[config.mk]
export PLATFORM = sky130hd
export DESIGN_NAME = cmsdk_ahb_slave_error_resp_flat
export DESIGN_NICKNAME = d
export VERILOG_FILES = /design/src/rtl/cmsdk_ahb_slave_error_resp_if.sv /design/src/rtl/cmsdk_ahb_slave_error_resp.sv /design/src/flat_wrapper.sv
export SDC_FILE = /design/constraint.sdc
export NUM_CORES = 1
export LEC_CHECK = 0
export CORE_MARGIN = 3
export CORE_UTILIZATION = 43
export CTS_BUF_LIST = sky130_fd_sc_hd__clkbuf_2
export DETAILED_ROUTE_END_ITERATION = 16
export GPL_TIMING_DRIVEN = 0
export PLACE_DENSITY = 0.82
export SYNTH_ARGS = -nofsm -noshare
export SYNTH_HDL_FRONTEND = slang
export SYNTH_SLANG_ARGS = --single-unit
[constraint.sdc]
create_clock -name HCLK -period 2.04 [get_ports HCLK]
set_input_delay 0.306 -clock HCLK [delete_from_list [all_inputs] [get_ports HCLK]]
set_output_delay 0.306 -clock HCLK [all_outputs]
set_load 0.01 [all_outputs]
[src/rtl/cmsdk_ahb_slave_error_resp_if.sv]
// cmsdk_ahb_slave_error_resp_if: AHB-Lite slave-side bus signals seen by the error response engine.
interface cmsdk_ahb_slave_error_resp_if #(
   parameter int ADDR_W = 32
);
   logic              HSELS;
   logic [1:0]        HTRANSS;
   logic              HWRITES;
   logic [ADDR_W-1:0] HADDRS;
   logic              HREADYS;
   logic              HREADYOUTS;
   logic              HRESPS;
   modport master (output HSELS, HTRANSS, HWRITES, HADDRS, HREADYS, input HREADYOUTS, HRESPS);
   modport slave (input HSELS, HTRANSS, HWRITES, HADDRS, HREADYS, output HREADYOUTS, HRESPS);
endinterface

[src/rtl/cmsdk_ahb_slave_error_resp.sv]
// cmsdk_ahb_slave_error_resp: AHB-Lite responder turning backend done/err into OKAY/ERROR and cancelling
// the remaining SEQ beats of an errored burst; WAIT timeout enabled by CMSDK_AHB_SLAVE_ERROR_RESP_TIMEOUT_EN.
module cmsdk_ahb_slave_error_resp #(
   parameter int ADDR_W         = 32,
   parameter int TIMEOUT_CYCLES = 16
) (
   input  logic                        HCLK,
   input  logic                        HRESET,
   cmsdk_ahb_slave_error_resp_if.slave ahb,
   output logic                        req_valid,
   output logic                        req_write,
   output logic [ADDR_W-1:0]           req_addr,
   output logic                        req_abort,
   input  logic                        rsp_done,
   input  logic                        rsp_err
);
   typedef enum logic [1:0] {S_IDLE, S_WAIT, S_ERR1, S_ERR2} state_t;
   state_t state, state_nx;
   logic burst_err, ready, accept, issue, cancel, fail, timeout;

   if (TIMEOUT_CYCLES < 2 || TIMEOUT_CYCLES > 256) begin : g_bad_timeout
      $error("TIMEOUT_CYCLES must be in 2..256");
   end

   always_comb begin
      ready    = (state == S_IDLE) || (state == S_ERR2) || (state == S_WAIT && rsp_done && !rsp_err);
      accept   = ahb.HSELS && ahb.HREADYS && ahb.HTRANSS[1] && ready;
      issue    = accept && (!ahb.HTRANSS[0] || !burst_err);
      cancel   = accept && ahb.HTRANSS[0] && burst_err;
      fail     = (state == S_WAIT && rsp_done && rsp_err) || timeout;
      state_nx = (state == S_ERR1) ? S_ERR2 :
                 fail              ? S_ERR1 :
                 issue             ? S_WAIT :
                 cancel            ? S_ERR1 :
                 ready             ? S_IDLE : state;
   end

   assign ahb.HREADYOUTS = ready;
   assign ahb.HRESPS     = (state == S_ERR1) || (state == S_ERR2);

   always_ff @(posedge HCLK) begin
      if (HRESET) begin
         state     <= S_IDLE;
         burst_err <= 1'b0;
         req_valid <= 1'b0;
         req_write <= 1'b0;
         req_addr  <= '0;
      end else begin
         state     <= state_nx;
         req_valid <= issue;
         // IDLE/NONSEQ ends a burst; BUSY keeps it alive
         if (fail)
            burst_err <= 1'b1;
         else if (ahb.HREADYS && !ahb.HTRANSS[0])
            burst_err <= 1'b0;
         if (issue) begin
            req_write <= ahb.HWRITES;
            req_addr  <= ahb.HADDRS;
         end
      end
   end

`ifdef CMSDK_AHB_SLAVE_ERROR_RESP_TIMEOUT_EN
   logic [7:0] cnt;
   assign timeout = (state == S_WAIT) && !rsp_done && (cnt == 8'(TIMEOUT_CYCLES - 1));
   always_ff @(posedge HCLK) begin
      if (HRESET) begin
         cnt       <= '0;
         req_abort <= 1'b0;
      end else begin
         cnt       <= issue ? 8'd0 : (state == S_WAIT && !rsp_done) ? cnt + 8'd1 : cnt;
         req_abort <= timeout;
      end
   end
`else
   assign timeout   = 1'b0;
   assign req_abort = 1'b0;
`endif
endmodule

[src/flat_wrapper.sv]
// flat-port wrapper written by rule: the top's interface ports become plain ports
module cmsdk_ahb_slave_error_resp_flat 
#(
   parameter int ADDR_W         = 32,
   parameter int TIMEOUT_CYCLES = 16
)
  (HCLK, HRESET, req_valid, req_write, req_addr, req_abort, rsp_done, rsp_err, ahb_HSELS, ahb_HTRANSS, ahb_HWRITES, ahb_HADDRS, ahb_HREADYS, ahb_HREADYOUTS, ahb_HRESPS);
  cmsdk_ahb_slave_error_resp_if #(.ADDR_W(ADDR_W)) ahb_i ();
  input  logic HCLK;
  input  logic HRESET;
  output logic req_valid;
  output logic req_write;
  output logic [ADDR_W-1:0] req_addr;
  output logic req_abort;
  input  logic rsp_done;
  input  logic rsp_err;
  input wire logic [$bits(ahb_i.HSELS)-1:0] ahb_HSELS;
  input wire logic [$bits(ahb_i.HTRANSS)-1:0] ahb_HTRANSS;
  input wire logic [$bits(ahb_i.HWRITES)-1:0] ahb_HWRITES;
  input wire logic [$bits(ahb_i.HADDRS)-1:0] ahb_HADDRS;
  input wire logic [$bits(ahb_i.HREADYS)-1:0] ahb_HREADYS;
  output wire logic [$bits(ahb_i.HREADYOUTS)-1:0] ahb_HREADYOUTS;
  output wire logic [$bits(ahb_i.HRESPS)-1:0] ahb_HRESPS;
  assign ahb_i.HSELS = ahb_HSELS;
  assign ahb_i.HTRANSS = ahb_HTRANSS;
  assign ahb_i.HWRITES = ahb_HWRITES;
  assign ahb_i.HADDRS = ahb_HADDRS;
  assign ahb_i.HREADYS = ahb_HREADYS;
  assign ahb_HREADYOUTS = ahb_i.HREADYOUTS;
  assign ahb_HRESPS = ahb_i.HRESPS;
  cmsdk_ahb_slave_error_resp #(.ADDR_W(ADDR_W), .TIMEOUT_CYCLES(TIMEOUT_CYCLES)) u_core (.HCLK(HCLK), .HRESET(HRESET), .ahb(ahb_i), .req_valid(req_valid), .req_write(req_write), .req_addr(req_addr), .req_abort(req_abort), .rsp_done(rsp_done), .rsp_err(rsp_err));
endmodule
# Word level (Yosys, flattened, before mapping)
# Cells that the tools add are included.
# Widths: inputs -> output; s select.
# totals
reg_bits,37
latchBits,0
ramBits,0
romBits,0
inputBits,41
out_inout_bits,37
word_cells,35
mem_count,0
# op_classes
n_addsub,0
n_mul,0
div,0
order_cmp,0
eq_ne,3
shift,0
mux,7
bitwise,0
reduce_logical,20
# op_table
op,n
$logic_and 1x1->1,10
$mux 2,5
$reduce_bool 5->1,1
$eq 2x2->1 const B,2
$logic_or 1x1->1,4
$logic_not 1->1,3
$eq 2x1->1 const B,1
$logic_not 2->1,1
$mux 1,2
$reduce_bool 2->1,1

# Depth between registers and ports, before layout
# Gate-level depths: netlist (run 1).
# logic_depth
word_depth,11
mapped_depth,7
mapped_depth_nobuf,5

# Worst setup path before layout (run 1)
# Ideal clock, no wire load.
# synth_timing
kind,reg2reg
start,reg u_core.state[1]
end,reg u_core.state[0]
setup_time_ns,0.122
arrival_ns,1.386
required_time_ns,1.918
path_slack_ns,0.532
path_stages_with_launch,8
n_path_buf,2
period_less_slack_ns,1.508
cell_sequence,dfxtp_1 -> inv_1 -> ha_1 -> and3b_1 -> o211a_1 -> buf_6 -> buf_8 -> o2bb2ai_1
# synth_between
elab_chain_cells,11
elab_cells_between_ends,18
classes_between,eq/ne (3); mux (4); reduce/logical (11)
# synth_rtl
element,line,source
start: declaration,cmsdk_ahb_slave_error_resp.sv:18,"state_t state, state_nx;"
start signal: assignment,cmsdk_ahb_slave_error_resp.sv:49,state <= state_nx;
$eq 2x1->1,"cmsdk_ahb_slave_error_resp.sv:26, cmsdk_ahb_slave_error_resp.sv:30",
$logic_and 1x1->1,"cmsdk_ahb_slave_error_resp.sv:26, cmsdk_ahb_slave_error_resp.sv:30",
$logic_and 1x1->1,cmsdk_ahb_slave_error_resp.sv:26,ready = (state == S_IDLE) || (state == S_ERR2) || (state == S_WAIT && rsp_done && !rsp_err);
$logic_or 1x1->1,cmsdk_ahb_slave_error_resp.sv:26,
$logic_and 1x1->1,cmsdk_ahb_slave_error_resp.sv:27,accept = ahb.HSELS && ahb.HREADYS && ahb.HTRANSS[1] && ready;
$logic_and 1x1->1 (2 in a row),cmsdk_ahb_slave_error_resp.sv:29,cancel = accept && ahb.HTRANSS[0] && burst_err;
$mux 2,cmsdk_ahb_slave_error_resp.sv:34,cancel ? S_ERR1 :
$mux 2,cmsdk_ahb_slave_error_resp.sv:33,issue ? S_WAIT :
$mux 2,cmsdk_ahb_slave_error_resp.sv:32,fail ? S_ERR1 :
$mux 2,cmsdk_ahb_slave_error_resp.sv:31,state_nx = (state == S_ERR1) ? S_ERR2 :
# Parallel ways exist; a longest one is shown, timed or not.
# A chain may end at the register's enable or synchronous reset.

# Final worst setup path (run 1)
# layout_timing
start,reg u_core.state[1]
end,out ahb_HRESPS
# layout_between
elab_chain_cells,2
elab_cells_between_ends,3
classes_between,eq/ne (2); reduce/logical (1)
# layout_rtl
element,line,source
$eq 2x2->1,cmsdk_ahb_slave_error_resp.sv:39,assign ahb.HRESPS = (state == S_ERR1) || (state == S_ERR2);
$logic_or 1x1->1 (*),cmsdk_ahb_slave_error_resp.sv:39,
end: declaration,flat_wrapper.sv:23,output wire logic [$bits(ahb_i.HRESPS)-1:0] ahb_HRESPS;
# Every way passes the cells marked *; elsewhere a longest branch is shown, timed or not.

==> key figures, run 1 <==
Outcome
  – Run status: complete, no violations

Global route
  – Met2 capacity usage during global routing: 26.7%
  – Global routing usage on met3: 8.84%
  – Grt total ovfl: 0
  – Initial antenna violation count: 0
  – Total track usage: 17.0%
  – Largest net degree at the start of global routing: 13
  – Vias in the first global route: 1454
  – First-pass GRT wire length: 6680 um
  – Met1 Usage GRT: 20.2%
  – Gr busiest metal: met2

CTS
  – Clock Sinks: 37
  – Clk_lat worst skew: 0.40 ns
  – TritonCTS Buffers: 5
  – CTS tree: yes
  – Worst-case clock buffer depth: 2
  – H-Tree Depth: 2
  – Root buffer cell: clkbuf_2
  – Post-CTS Hold Buffers: 0
  – Clock slew at reported path FFs: 0.19 ns

Cells and area
  – P&R area growth vs syn: 52.5%
  – Ant diodes: 0
  – FF+latch area: 746 um^2
  – Area of the multi-input gates: 913 um^2
  – Fill count: 311
  – Share of cells above drive strength 1: 8.08%
  – Post-Layout Cell Count: 308
  – Nets: 303

Routing
  – DR pass1 iterations: 4
  – Routed WL: 3860 um
  – Via count: 1416
  – DR vias/cell: 4.60
  – Post-route ant nets: 0
  – WL per Instance: 12.5 um
  – DRC viols: 0
  – Iteration-0 DRC Markers: 56

Critical path
  – Crit path from: u_core.state[1]
  – Crit-path cells: buf_4, ha_4, or2_2, dlygate4sd2_1
  – Kind of cell adding the most delay to the critical path: buffers and inverters
  – Crit-path max cell delay: 0.38 ns
  – Slowest cell on crit path: dfxtp_4
  – CP Capture Point: ahb_HRESPS
  – Total stage count of the critical path: 4
  – Reg2reg setup slack: 0.46 ns
  – R2R depth: 7
  – R2r startpoint: u_core.state[1]
  – Critical Path Sink Type: output port
  – Reg-to-Reg End: u_core.req_addr[1]
  – Crit Path Max Fanout: 3
  – Crit path kind: reg -> out
  – Worst path arrival time: 1.62 ns
  – CP bufs+invs: 2
  – WP data required: 1.73 ns
  – Type of origin of the critical path: register

Floorplan
  – Initial Util: 46.3%
  – Row cnt: 22
  – Die height: 69.7 um
  – Ports: 78
  – Die area: 0.00486 mm^2
  – Die W: 69.7 um
  – Core Box Area: 0.00377 mm^2

Placed design
  – Placed Instances: 298
  – IO Port Bufs: 76
  – Dpl hpwl: 2890 um
  – Placer Congestion: 0.674

STA
  – Worst clock skew: 0.00858 ns
  – Post-Route Setup TNS: 0 ns
  – Final worst-path cycle share: 94.2%
  – RSZ-0062 raised after global routing: false
  – Hold Fails Final Rpt: 0
  – Slew Viols, Final: 0
  – Final setup vio count: 0
  – Final hold slack: 0.443 ns
  – Minimum clock period: 1.92 ns
  – Fmax achieved: 520 MHz

Synthesis
  – Cell Area, Synth: 0.00174 mm^2
  – Ys Warns: 0
  – Syn Area/Cell: 10.0 um^2
  – Register area share after synthesis: 42.5%
  – Yosys cell types: 24
  – Mapped Nets: 218
  – Synth Instances: 174
  – Seq cells post-synth: 37

Power and ir drop
  – Worst vdd ir: 369 uV
  – Pwr dens: 562 mW/mm^2
  – P_leak: 0.000972 uW

Run
  – Max cap viols: 0

Hold path
  – Worst Hold Class: in -> reg
  – Hold path depth: 3
## cells in the final DEF (no fill, tap or decap), drive strengths merged, types with 3 or more instances in the layout
cell	n
ha	3
nand2b	66
a21oi	3
clkbuf	13
mux2i	33
clkdlybuf4s50	74
dfxtp	37
buf	7
inv	4
## worst min-delay path, stage by stage
cell	delay, ns
clkdlybuf4s50_1	0.39
nand2b_1	0.06
mux2i_1	0.06
## cell usage after synthesis
master     instances  area, um^2
nand2b_1          66         413
dfxtp_1           37         741
mux2i_1           33         330
clkbuf_1           7        26.3
inv_1              4        15.0
a21oi_1            3        15.0
buf_8              3        45.0
ha_1               3        37.5
nand2_1            2        7.51
or2_2              2        12.5
a31oi_1            1        6.26
a41oi_1            1        8.76
and2_1             1        6.26
and3_1             1        6.26
and3b_1            1        8.76
buf_4              1        7.51
buf_6              1        11.3
conb_1             1        3.75
nand3_1            1        5.00
nor2b_1            1        6.26
o211a_1            1        10.0
o211ai_1           1        7.51
o21ai_0            1        5.00
o2bb2ai_1          1        8.76
## cell families (layout without fill, tap and decap cells)
| logic type | count (synthesis) | count (layout) | synth area share (%) |
|---|---|---|---|
| AOI/OAI and AO/OA | 9 | 9 | 3.52 |
| adders and majority gates | 3 | 3 | 2.15 |
| DFF | 37 | 37 | 42.5 |
| and+or+nand+nor | 75 | 75 | 26.7 |
| buffers and inverters | 16 | 102 | 6.03 |
| muxes | 33 | 33 | 18.9 |
| other | 1 | 1 | 0.215 |
## worst min-delay path by stage
stage | startpoint | to | slack (ns)
after detailed placement | u_core.req_addr[6] | u_core.req_addr[6] | 0.46
after global placement | u_core.req_addr[0] | u_core.req_addr[0] | 0.46
final | ahb_HADDRS[15] | u_core.req_addr[15] | 0.44
after CTS | ahb_HADDRS[15] | u_core.req_addr[15] | 0.43
after global routing | ahb_HADDRS[15] | u_core.req_addr[15] | 0.40
after floorplan | ahb_HADDRS[31] | u_core.req_addr[31] | 0.46
## flip-flops by register name, indices dropped and copies added, names as in the netlist
name              flops
u_core.burst_err      1
u_core.req_addr      32
u_core.req_valid      1
u_core.req_write      1
u_core.state          2
## timing repair
| item | in CTS | in global routing |
|---|---|---|
| gates resized for setup | 5 | 4 |
| buffers inserted | 0 | 2 |
| setup endpoints to repair | 2 | 1 |
| pin swaps | 1 | 0 |
| gates cloned | 0 | 0 |
## through the flow
stage	area [um^2]	setup slack, ns	utilization (%)	total power, uW
3_3_place_gp	2560	-0.0206	68.0	1050
5_1_grt	2660	0.0447	70.5	1570
2_1_floorplan	1740	0.532	-	899
3_5_place_dp	2560	-0.0132	68.0	1050
4_1_cts	2630	-0.0294	69.8	1500
6_report	2660	0.118	70.5	1490
## power by group
part,internal [uW],switching (uW)
Clock,203,254
Combinational,177,94.9
Sequential,751,15.1
## cell type report
cell class	instances	share of cell area, %
well taps	48	2.26
plain buffers	12	3.39
inverters	4	0.564
multi-input cells	121	34.3
repair buffers	78	28.9
clock inverters	3	1.55
flip-flops and latches	37	28.0
clock buffers	5	0.941
## layer usage
metal | vias to the layer above | share of wire [%]
met5 | - | 0
met4 | 0 | 1.3
met3 | 8 | 10
met2 | 49 | 46
met1 | 629 | 43
li1 | 730 | -
Power figures use the tool's default switching activity.
==> inputs of run 2 (changes only) <==
Settings changed: CTS_BUF_LIST sky130_fd_sc_hd__clkbuf_2 to sky130_fd_sc_hd__clkbuf_4.
==> run 2 against run 1 <==
First-iteration DRC count is 5.4% lower. Highest routed layer unchanged. Hold slack better by 0.038 ns. Largest cell class unchanged. Sequential cell count stayed put. Largest power group unchanged. Maximum frequency is 0.18% lower. Critical path type unchanged. Die area stayed put. Setup slack worse by 0.0035 ns. Core utilization is 0.23 points higher.
==> key figures, run 2 (synthesis results as in run 1) <==
CTS
  – Clk_lat worst skew: 0.35 ns (-0.05 ns)
  – Clock Sinks: 37 (unchanged)
  – Post-CTS Hold Buffers: 0 (unchanged)
  – Worst-case clock buffer depth: 2 (unchanged)
  – Root buffer cell: clkbuf_4
  – CTS tree: yes
  – TritonCTS Buffers: 5 (unchanged)
  – Clock slew at reported path FFs: 0.12 ns (-0.07 ns)
  – H-Tree Depth: 2 (unchanged)

Cells and area
  – Share of cells above drive strength 1: 7.72% (-0.35 points)
  – Finished layout cell area: 0.00267 mm^2 (+0.33%)
  – Final core utilization: 70.8% (+0.23 points)
  – Nets: 302 (-0.33%)
  – Largest Register: u_core.req_addr
  – Commonest non-fill, non-tap cell in the layout: clkdlybuf4s50_1
  – Max reg flops: 32 (unchanged)
  – P&R area growth vs syn: 53.0%
  – Largest registers: u_core.req_addr (32), u_core.state (2)
  – Most frequent cells in the layout: clkdlybuf4s50_1, nand2b_1, dfxtp_1, mux2i_1, clkbuf_1
  – Ant diodes: 0 (unchanged)

Power and ir drop
  – Worst vdd ir: 400 uV (+8.4%)
  – P_leak: 0.000969 uW (-0.34%)
  – Total power: 1550 uW (+3.4%)
  – Pwr dens: 579 mW/mm^2 (+3.1%)

Placed design
  – Placer Congestion: 0.674 (unchanged)
  – IO Port Bufs: 76 (unchanged)
  – DP Area: 0.00256 mm^2 (unchanged)
  – Dpl hpwl: 2890 um (unchanged)
  – Pre-CTS setup slack: -0.0132 ns (unchanged)

Routing
  – Routed WL: 3850 um (-0.34%)
  – Via count: 1407 (-0.64%)
  – Post-route ant nets: 0 (unchanged)
  – DR pass1 iterations: 4 (unchanged)
  – DRC viols: 0 (unchanged)
  – DR vias/cell: 4.58 (-0.31%)
  – WL per Instance: 12.5 um (about the same)
  – Iteration-0 DRC Markers: 53 (-5.4%)

Floorplan
  – Initial Util: 46.3% (unchanged)
  – Die height: 69.7 um (unchanged)
  – Die W: 69.7 um (unchanged)
  – Die area: 0.00486 mm^2 (unchanged)
  – Row cnt: 22 (unchanged)
  – Ports: 78 (unchanged)
  – Core Box Area: 0.00377 mm^2 (unchanged)

STA
  – Post-Route Setup TNS: 0 ns (unchanged)
  – Final setup vio count: 0 (unchanged)
  – Worst setup margin: 0.115 ns (-0.00348 ns)
  – Worst clock skew: 0.00961 ns (+0.00103 ns)
  – RSZ-0062 raised after global routing: false
  – Final worst-path cycle share: 94.4% (+0.17 points)
  – Fmax achieved: 519 MHz (-0.18%)
  – Hold Fails Final Rpt: 0 (unchanged)
  – Minimum clock period: 1.93 ns (+0.00348 ns)
  – Slew Viols, Final: 0 (unchanged)

Critical path
  – Crit Path Max Fanout: 4 (+1)
  – Worst path arrival time: 1.62 ns (about the same)
  – Crit-path max cell delay: 0.35 ns (-0.03 ns)
  – WP data required: 1.73 ns (about the same)
  – Crit-path cells: inv_1, ha_2, and3b_2, or2_2, clkdlybuf4s15_1
  – Kind of cell adding the most delay to the critical path: simple AND/OR/NAND/NOR gates
  – Type of origin of the critical path: register
  – Critical Path Sink Type: output port
  – Slowest cell on crit path: dfxtp_2
  – Crit path kind: reg -> out
  – CP bufs+invs: 2 (unchanged)

Global route
  – Largest net degree at the start of global routing: 13 (unchanged)
  – Initial antenna violation count: 0 (unchanged)
  – Vias in the first global route: 1467 (+0.89%)
  – Total track usage: 17.0% (+0.030 points)
  – Grt total ovfl: 0 (unchanged)
  – First-pass GRT wire length: 6690 um (+0.10%)

Outcome
  – Run status: complete, no violations

Run
  – Max cap viols: 0 (unchanged)

Hold path
  – Worst Hold Class: reg -> reg
## run 2: cell types whose count changed in the layout (fill, tap and decap cells not counted), sizes merged
cell / previous run / this run
buf: 7 / 6
clkdlybuf4s15: 0 / 1
clkbuf: 13 / 12
## run 2: worst register-to-register path, stage by stage (launching register included)
cell     delay (ns)
dfxtp_2        0.37
ha_2           0.21
and3b_2        0.20
o211a_1        0.16
buf_6          0.16
buf_8          0.16
mux2i_1        0.21
## run 2: what timing repair did
action / in CTS / in global routing
hold endpoints to repair: 0 / 0
resized for setup: 4 / 4
pin swaps: 1 / 0
endpoints found under the setup margin: 2 / 1
buffers inserted: 0 / 1
## run 2: metrics by stage
stage          cells  hold WS (ns)
2_1_floorplan    174         0.461
3_3_place_gp     298         0.457
3_5_place_dp     298         0.463
4_1_cts          306         0.484
5_1_grt          307         0.487
6_report         307         0.480
## run 2: per-layer routing
metal,global-route usage (%),up-vias,wire [um]
li1,-,726,-
met5,0,-,0
met4,4.47,0,37
met3,9.28,5,370
met1,20.5,626,1690
met2,26.4,50,1750
## run 2: area by class of cell
| cell class | instances | area (um^2) |
|---|---|---|
| well taps | 48 | 60.1 |
| flip-flops and latches | 37 | 743 |
| multi-input cells | 121 | 915 |
| clock buffers | 5 | 37.5 |
| repair buffers | 77 | 767 |
| inverters | 4 | 15.0 |
| plain buffers | 12 | 90.1 |
| fillers | 311 | 1100 |
| clock inverters | 3 | 41.3 |
## run 2: power by group
part	internal, uW	leakage [uW]	switching [uW]
clock	254	0.0000389	254
sequential	750	0.000301	15.0
combinational	178	0.000629	94.9
total	1180	0.000969	364
## run 2: final timing paths
path | endpoint | startpoint | cells after the start | slack (ns)
hold reg to reg | u_core.req_addr[11] | u_core.req_addr[11] | 2 | 0.48
hold / removal | u_core.req_addr[11] | u_core.req_addr[11] | 2 | 0.48
setup / recovery | ahb_HREADYOUTS | u_core.state[1] | 5 | 0.11
setup reg to reg | u_core.req_addr[1] | u_core.state[0] | 6 | 0.50
